File: src/rtl/colors_to_bytes_pkg.sv
// Shared widths, phase encoding and a constant-width helper for the
// colors_to_bytes unpacker.
package colors_to_bytes_pkg;
  localparam int BYTE_LEN  = 8;
  localparam int COLOR_LEN = 12;

  typedef enum logic {
    PH_EVEN = 1'b0,
    PH_ODD  = 1'b1
  } phase_e;

  function automatic int clog2(input int value);
    int r;
    r = 0;
    while ((1 << r) < value) r++;
    return r;
  endfunction
endpackage

File: src/rtl/colors_to_bytes_byte_fifo_dual_push.sv
// Byte FIFO with up to two writes and one read per cycle. push1 is only
// meaningful together with push0 (din1 lands in the slot after din0).
module byte_fifo_dual_push
  import colors_to_bytes_pkg::*;
#(
  parameter int DEPTH = 4,
  localparam int AW = clog2(DEPTH),
  localparam int CW = AW + 1
) (
  input  logic                clk,
  input  logic                rst,
  input  logic                push0,
  input  logic                push1,
  input  logic [BYTE_LEN-1:0] din0,
  input  logic [BYTE_LEN-1:0] din1,
  input  logic                pop,
  output logic [BYTE_LEN-1:0] head,
  output logic [CW-1:0]       count,
  output logic [CW-1:0]       free
);
  logic [BYTE_LEN-1:0] r_mem [DEPTH];
  logic [AW-1:0]       r_wr_ptr;
  logic [AW-1:0]       r_rd_ptr;
  logic [CW-1:0]       r_count;
  logic [CW-1:0]       w_pushes;
  logic [AW-1:0]       w_wr_ptr1;

  assign w_pushes  = CW'(push0) + CW'(push1);
  assign w_wr_ptr1 = r_wr_ptr + AW'(1);
  assign head      = r_mem[r_rd_ptr];
  assign count     = r_count;
  assign free      = CW'(DEPTH) - r_count;

  // Storage is not reset; only pointers and count define what is valid.
  always_ff @(posedge clk) begin
    if (push0) r_mem[r_wr_ptr] <= din0;
    if (push1) r_mem[w_wr_ptr1] <= din1;
  end

  always_ff @(posedge clk) begin
    if (rst) begin
      r_wr_ptr <= '0;
      r_rd_ptr <= '0;
      r_count  <= '0;
    end else begin
      r_wr_ptr <= r_wr_ptr + AW'(w_pushes);
      if (pop) r_rd_ptr <= r_rd_ptr + AW'(1);
      r_count <= r_count + w_pushes - CW'(pop);
    end
  end
endmodule

File: src/rtl/colors_to_bytes.sv
// Unpacks 12-bit colors into bytes: two colors -> three bytes, with a
// zero-padded final byte when the stream ends on an odd color.
module colors_to_bytes
  import colors_to_bytes_pkg::*;
#(
  parameter int FIFO_DEPTH = 4
) (
  input  logic                 clk,
  input  logic                 rst,
  input  logic                 inclk,
  input  logic [COLOR_LEN-1:0] in,
  input  logic                 done_in,
  input  logic                 downstream_rdy,
  output logic                 in_rdy,
  output logic                 outclk,
  output logic [BYTE_LEN-1:0]  out,
  output logic                 done_out,
  output logic                 overflow,
  output phase_e               dbg_phase
);
  localparam int CW  = clog2(FIFO_DEPTH) + 1;
  localparam int NIB = COLOR_LEN - BYTE_LEN;

  // Handshakes: a color transfers on a cycle with inclk && in_rdy (inclk with
  // in_rdy low drops the color and sets overflow); a byte transfers on a cycle
  // with downstream_rdy && FIFO non-empty, appearing on out with outclk=1
  // right after that edge.
  phase_e              r_phase;
  logic [NIB-1:0]      r_nibble;
  logic                r_done;
  logic [CW-1:0]       w_count;
  logic [CW-1:0]       w_free;
  logic [BYTE_LEN-1:0] w_head;
  logic                w_accept;
  logic                w_pop;
  logic                w_pad;
  logic                w_fin;
  logic                w_push0;
  logic                w_push1;
  logic [BYTE_LEN-1:0] w_din0;
  logic [BYTE_LEN-1:0] w_din1;

  assign in_rdy    = (w_free >= CW'(2));
  assign w_accept  = inclk && in_rdy;
  assign w_pop     = downstream_rdy && (w_count != '0);
  assign w_pad     = r_done && (r_phase == PH_ODD) && !w_accept && (w_free >= CW'(1));
  assign w_fin     = r_done && (r_phase == PH_EVEN) && (w_count == '0) && !w_pop && !w_accept;
  assign dbg_phase = r_phase;

  always_comb begin
    w_push0 = 1'b0;
    w_push1 = 1'b0;
    w_din0  = '0;
    w_din1  = '0;
    if (w_accept) begin
      w_push0 = 1'b1;
      if (r_phase == PH_EVEN) begin
        w_din0 = in[COLOR_LEN-1 -: BYTE_LEN];
      end else begin
        w_push1 = 1'b1;
        w_din0  = {r_nibble, in[COLOR_LEN-1 -: NIB]};
        w_din1  = in[BYTE_LEN-1:0];
      end
    end else if (w_pad) begin
      w_push0 = 1'b1;
      w_din0  = {r_nibble, {NIB{1'b0}}};
    end
  end

  byte_fifo_dual_push #(.DEPTH(FIFO_DEPTH)) u_fifo (
    .clk   (clk),
    .rst   (rst),
    .push0 (w_push0),
    .push1 (w_push1),
    .din0  (w_din0),
    .din1  (w_din1),
    .pop   (w_pop),
    .head  (w_head),
    .count (w_count),
    .free  (w_free)
  );

  always_ff @(posedge clk) begin
    if (rst) begin
      r_phase  <= PH_EVEN;
      r_nibble <= '0;
      r_done   <= 1'b0;
      outclk   <= 1'b0;
      out      <= '0;
      done_out <= 1'b0;
      overflow <= 1'b0;
    end else begin
      outclk   <= w_pop;
      if (w_pop) out <= w_head;
      done_out <= w_fin;
      if (inclk && !in_rdy) overflow <= 1'b1;
      if (w_accept) begin
        if (r_phase == PH_EVEN) begin
          r_phase  <= PH_ODD;
          r_nibble <= in[NIB-1:0];
        end else begin
          r_phase <= PH_EVEN;
        end
      end else if (w_pad) begin
        r_phase <= PH_EVEN;
      end
      // A new done_in re-arms the latch even on the cycle a flush completes.
      if (done_in) r_done <= 1'b1;
      else if (w_fin) r_done <= 1'b0;
    end
  end
endmodule

File: config.mk
export PLATFORM = sky130hd
export DESIGN_NAME = colors_to_bytes
export DESIGN_NICKNAME = d
export VERILOG_FILES = /design/src/rtl/colors_to_bytes_pkg.sv /design/src/rtl/colors_to_bytes_byte_fifo_dual_push.sv /design/src/rtl/colors_to_bytes.sv
export SDC_FILE = /design/constraint.sdc
export NUM_CORES = 1
export LEC_CHECK = 0
export ABC_AREA = 1
export BUFFER_PORTS_ARGS = -buffer_cell sky130_fd_sc_hd__buf_2
export CAP_MARGIN = 40
export CORE_MARGIN = 1.5
export CORE_UTILIZATION = 40
export CTS_CLUSTER_DIAMETER = 50
export CTS_CLUSTER_SIZE = 30
export DETAILED_ROUTE_END_ITERATION = 6
export HOLD_SLACK_MARGIN = 0.05
export SYNTH_ARGS = -nofsm -noshare
export SYNTH_HDL_FRONTEND = slang
export SYNTH_SLANG_ARGS = --single-unit
export TNS_END_PERCENT = 1
File: constraint.sdc
create_clock -name clk -period 2.7 [get_ports clk]
set_clock_uncertainty 0.2 [all_clocks]
set_input_delay 0.54 -clock clk [delete_from_list [all_inputs] [get_ports clk]]
set_output_delay 0.54 -clock clk [all_outputs]
set_load 0.1 [all_outputs]
==> results of run 1 <==
-- cell families after synthesis --
family	synth area share
flops	0.482
compound gates	0.113
xor+xnor	0.0117
buf+inv	0.0807
simple gates	0.273
fa+ha+maj	0.0402
-- metrics by stage --
step            util  cell area, um2  hold WS (ps)
4_1_cts        0.460            3340           226
3_5_place_dp   0.448            3250           277
6_report       0.461            3340           231
5_1_grt        0.461            3340           225
2_1_floorplan      -            3040           254
3_3_place_gp   0.448            3250           281
-- worst paths after layout --
check | startpoint | endpoint | slack, ps | depth (start not counted)
hold reg to reg | r_nibble[0]$_SDFFE_PP0P_ | r_nibble[0]$_SDFFE_PP0P_ | 290 | 2
setup / recovery | u_fifo.count[0]$_SDFF_PP0_ | u_fifo.count[1]$_SDFF_PP0_ | 190 | 14
hold / removal | done_in | r_done$_SDFFE_PP0P_ | 230 | 3
setup reg to reg | u_fifo.count[0]$_SDFF_PP0_ | u_fifo.count[1]$_SDFF_PP0_ | 190 | 14
-- sequential cells by signal, summed over array words and instances, names as in the netlist --
| register | count |
|---|---|
| u_fifo.r_rd_ptr | 2 |
| dbg_phase | 1 |
| u_fifo.count | 3 |
| outclk | 1 |
| overflow | 1 |
| done_out | 1 |
| r_done | 1 |
| out | 8 |
| u_fifo.r_mem | 32 |
| r_nibble | 4 |
| u_fifo.r_wr_ptr | 2 |
-- cell type report --
| class | instances | area [um2] |
|---|---|---|
| Timing Repair Buffer | 34 | 183 |
| Inverter | 37 | 144 |
| Fill cell | 728 | 3910 |
| Clock inverter | 2 | 16.3 |
| Tap cell | 99 | 124 |
| Multi-Input combinational cell | 273 | 1360 |
| Clock buffer | 6 | 72.6 |
| Sequential cell | 56 | 1450 |
-- power by group through the flow --
| stage | clock (mW) | combinational, mW | sequential, mW |
|---|---|---|---|
| after detailed placement | 0 | 1.96 | 1.37 |
| after global routing | 0.517 | 2.19 | 1.38 |
| after CTS | 0.487 | 1.97 | 1.35 |
| after global placement | 0 | 1.94 | 1.37 |
| final | 0.469 | 1.96 | 1.35 |
| after floorplan | 0 | 1.25 | 1.71 |
-- placed cells by master, fill, tap and decap left out, drive strengths merged, types with 6 or more instances in the layout --
cell    count
dfxtp      24
nor2       64
clkbuf      6
a21oi      11
nand3       7
buf        34
nand2     124
edfxtp     32
o21ai      49
inv        37
ha          8
-- metal layers --
metal / up-vias / track usage / share of wire
met5: - / 0 / 0
met4: 0 / 0.0573 / 0.017
met3: 10 / 0.0314 / 0.063
met2: 89 / 0.301 / 0.46
met1: 1078 / 0.245 / 0.46
li1: 1262 / - / -
-- critical path: cells and delay by family (launching register included) --
family	cells	cell delay, ps
adders and majority gates	4	1060
buffers and inverters	4	210
DFF	1	360
and+or+nand+nor	6	620
==> out/metrics.yaml, run 1 <==
outcome:
  outcome: "finished clean"
setup_path:
  worstPathMaxFanout: 5
  crit_arrival_ps: 2560
  path_class: "reg -> reg"
  critPathRequiredTime_ps: 2750
  critPathSlowestCell: "fa_2"
  critical-path-top-cell-by-count: "inv_1"
  slowest_delay_ps: 420
  crit_chain: "inv_2 > ha_2 > ha_4 > inv_1 > nor2_1 > nand2_2 > nand2_1 > nand2_4 > nand2_1 > inv_1 > ha_1 > inv_1 > fa_2 > nor2_1"
  start_kind: "flop"
  worstSetupEndpointType: "flop"
logic_synthesis:
  synth_cell_type_count: 28
  yosys_warnings: 0
  yosysTopAreaCell: "edfxtp_1"
  synth.most_common_cell: "nand2_1"
  synth_seq_area_share: 0.482
  synth-main-ff-cell: "edfxtp_1"
  synthTopCellsByArea: "edfxtp_1 32%, dfxtp_1 16%, nand2_1 15%, nor2_1 7.9%, o21ai_0 6.7%"
  synth_area_mm2: 0.00299
  ys_ff_latch: 56
  avgSynthCellArea_um2: 7.87
  netlist.area_leader.share: 0.321
  synth_common_cells: "118 x nand2_1, 63 x nor2_1, 40 x o21ai_0"
  synth_nets: 406
  synth_edf_count: 32
  synthArstFlopShare: 0
  syn_inst: 380
placed_design:
  placedCellCount: 499
  pre_cts_ws_ps: 172
  gpl.final_weighted_congestion: 0.880
  hpwl_mm: 4.94
  port_buffers: 29
timing:
  worstMarginPinSlew_ps: 553
  setup-tns-final_ps: 0
  max_freq_mhz: 398
  slew_violations: 0
  layout_setup_ws_ps: 187
  final.min_clock_period_ps: 2510
  fin_crit_sh: 0.931
  grt_setup_unrepaired: "no"
  finalSetupViolCount: 0
  relSlewSlack: 0.631
  finalHoldViolations: 0
clock_tree:
  cts_tree: "built"
  ctsHoldBuffers: 0
  clock_path_buffers: 2
  clk_pin_slew_ps: 100
  htree_levels: 2
  post_cts_buffers: 0
  cts.root.buffer_cell: "clkbuf_8"
  clock_sinks: 56
  clk_latency_ps: 310
  cts_inserted_buffers: 5
  cts_resized: 0
global_route:
  grt_max_degree: 24
  antenna_found_initial: 0
  grt_usage: 0.183
  first_global_vias: 2291
  grt_first_pass_wirelength_mm: 11.0
  grt_overflow: 0
final_layout:
  fin_cells: 507
  drive_gt1_frac: 0.172
  nets: 433
  n_antenna_cell: 0
  synthToLayoutAreaGrowth_pct: 11.7
routing:
  first_pass_iters: 5
  viasPerCell: 4.81
  drc: 0
  ant_nets: 0
  num_vias: 2439
  routedWlPerCell_um: 12.8
  drt-total-wl_mm: 6.51
  drt_first_iter_violations: 145
power:
  p_sw_frac: 0.487
  p_leak_nw: 1.58
  p_comb_frac: 0.519
  power_mw: 3.78
  clkPwrFrac: 0.124
  ir_worst_vdd_uv: 855
  power.internal_mw: 1.94
  power_per_cell_area_mw_per_mm2: 1130
  p_sw_mw: 1.84
  sequentialPowerShare: 0.357
floorplan:
  io_pins: 30
  dieArea_mm2: 0.00801
  start_util: 0.412
  die_x_um: 89.5
  die_h_um: 89.5
  core_mm2: 0.00725
  core.rowCount: 31
min_path:
  hp-class: "in -> reg"
flow_run:
  drv_cap: 0
(Power assumes the default switching activity.)
==> inputs of run 2 (changes only) <==
--- a/config.mk
+++ b/config.mk
@@ -10,6 +10,7 @@
 export CAP_MARGIN = 40
 export CORE_MARGIN = 1.5
 export CORE_UTILIZATION = 40
+export CTS_BUF_LIST = sky130_fd_sc_hd__clkbuf_4
 export CTS_CLUSTER_DIAMETER = 50
 export CTS_CLUSTER_SIZE = 30
 export DETAILED_ROUTE_END_ITERATION = 6
==> out/metrics.yaml, run 2 (synthesis results as in run 1) <==
clock_tree:
  post_cts_buffers: 0
  clock_path_buffers: 2
  cts.root.buffer_cell: "clkbuf_4"
  clk_latency_ps: 390
  cts_tree: "built"
  clock_sinks: 56
  htree_levels: 2
  clk_pin_slew_ps: 160
  ctsHoldBuffers: 0
  cts_inserted_buffers: 5
  cts_resized: 0
min_path:
  hp-class: "in -> reg"
  min_from: "done_in"
timing:
  finalSetupViolCount: 0
  slew_violations: 0
  max_freq_mhz: 401
  relSlewSlack: 0.626
  worstMarginPinSlew_ps: 560
  grt_setup_unrepaired: "no"
  layout_setup_ws_ps: 204
  setup-tns-final_ps: 0
  finalHoldViolations: 0
  fin_crit_sh: 0.924
  final.min_clock_period_ps: 2500
setup_path:
  crit_end: "in_rdy"
  worst_r2r_path_depth: 14
  worstPathMaxFanout: 3
  cp_num_cells: 5
  r2r-end: "u_fifo.count[1]$_SDFF_PP0_"
  critPathRequiredTime_ps: 1960
  critical_path_buf_inv_count: 2
  crit_chain: "inv_2 > ha_2 > ha_4 > nand3_4 > buf_2"
  worstSetupEndpointType: "output port"
  worstSetupStartpoint: "u_fifo.count[0]$_SDFF_PP0_"
  crit_family: "buffers and inverters"
  path_class: "reg -> out"
  r2r_slack_ps: 220
  start_kind: "flop"
  r2r_start: "u_fifo.count[0]$_SDFF_PP0_"
  critPathSlowestCell: "buf_2"
  crit_arrival_ps: 1760
  slowest_delay_ps: 440
power:
  ir_worst_vdd_uv: 858
  power.internal_mw: 1.87
  p_comb_frac: 0.530
  p_sw_frac: 0.497
  clkPwrFrac: 0.107
  sequentialPowerShare: 0.364
  power_per_cell_area_mw_per_mm2: 1120
  p_sw_mw: 1.84
  p_leak_nw: 1.57
global_route:
  first_global_vias: 2305
  grt_max_degree: 24
  grt_first_pass_wirelength_mm: 11.0
  grt_usage: 0.183
  antenna_found_initial: 0
  grt_overflow: 0
flow_run:
  drv_cap: 0
final_layout:
  fin_util: 0.457
  nets: 433
  regMostFlops: "u_fifo.r_mem"
  synthToLayoutAreaGrowth_pct: 10.9
  largest_reg_flops: 32
  reg_top3: "u_fifo.r_mem (32), out (8), r_nibble (4)"
  final_common_cell: "nand2_1"
  fin_area_mm2: 0.00332
  drive_gt1_frac: 0.176
  layout_common_cells: "115 x nand2_1, 63 x nor2_1, 40 x o21ai_0"
  n_antenna_cell: 0
placed_design:
  hpwl_mm: 4.94
  gpl.final_weighted_congestion: 0.880
  place_area_mm2: 0.00325
  port_buffers: 29
  pre_cts_ws_ps: 172
floorplan:
  core.rowCount: 31
  io_pins: 30
  dieArea_mm2: 0.00801
  core_mm2: 0.00725
  die_x_um: 89.5
  start_util: 0.412
  die_h_um: 89.5
routing:
  routedWlPerCell_um: 13.1
  viasPerCell: 4.82
  first_pass_iters: 5
  num_vias: 2446
  drt_first_iter_violations: 130
  ant_nets: 0
  drt-total-wl_mm: 6.63
  drc: 0
outcome:
  outcome: "finished clean"
[run 2: power by group through the flow]
| stage | logic (mW) | registers [mW] | clock network, mW |
|---|---|---|---|
| after floorplan | 1.25 | 1.71 | 0 |
| after global placement | 1.94 | 1.37 | 0 |
| after detailed placement | 1.96 | 1.37 | 0 |
| after CTS | 1.97 | 1.35 | 0.408 |
| after global routing | 2.20 | 1.38 | 0.437 |
| final | 1.96 | 1.35 | 0.396 |
[run 2: cell type report]
type	instances	area [um2]
tap	99	124
multi-input combinational	273	1360
timing repair buffer	34	183
fill	732	3940
inverter	37	144
clock buffer	6	45.0
clock inverter	2	16.3
sequential	56	1450
[run 2: tightest hold or removal path, stage by stage]
cell and delay, ps:
buf_2 80, a21oi_1 30, nor2_1 60
[run 2: how the worst min path moves through the flow]
stage,to,slack [ps],cells past startpoint
2_1_floorplan,r_nibble[0]$_SDFFE_PP0P_,250,2
3_3_place_gp,r_nibble[0]$_SDFFE_PP0P_,280,2
3_5_place_dp,r_nibble[0]$_SDFFE_PP0P_,280,2
4_1_cts,r_done$_SDFFE_PP0P_,140,3
5_1_grt,r_done$_SDFFE_PP0P_,140,3
6_report,r_done$_SDFFE_PP0P_,150,3
[run 2: per-stage QoR]
step / power (mW) / cells / hold slack (ps)
after floorplan: 2.96 / 380 / 254
after global placement: 3.31 / 499 / 281
after detailed placement: 3.33 / 499 / 277
after CTS: 3.73 / 507 / 144
after global routing: 4.02 / 507 / 135
final: 3.71 / 507 / 148
[run 2: per-layer routing]
metal / part of all wire / wire length, um / GRT usage
met5: 0 / 0 / 0
met4: 0.016 / 108 / 0.0573
met3: 0.062 / 411 / 0.0314
met2: 0.46 / 3080 / 0.308
met1: 0.46 / 3030 / 0.241
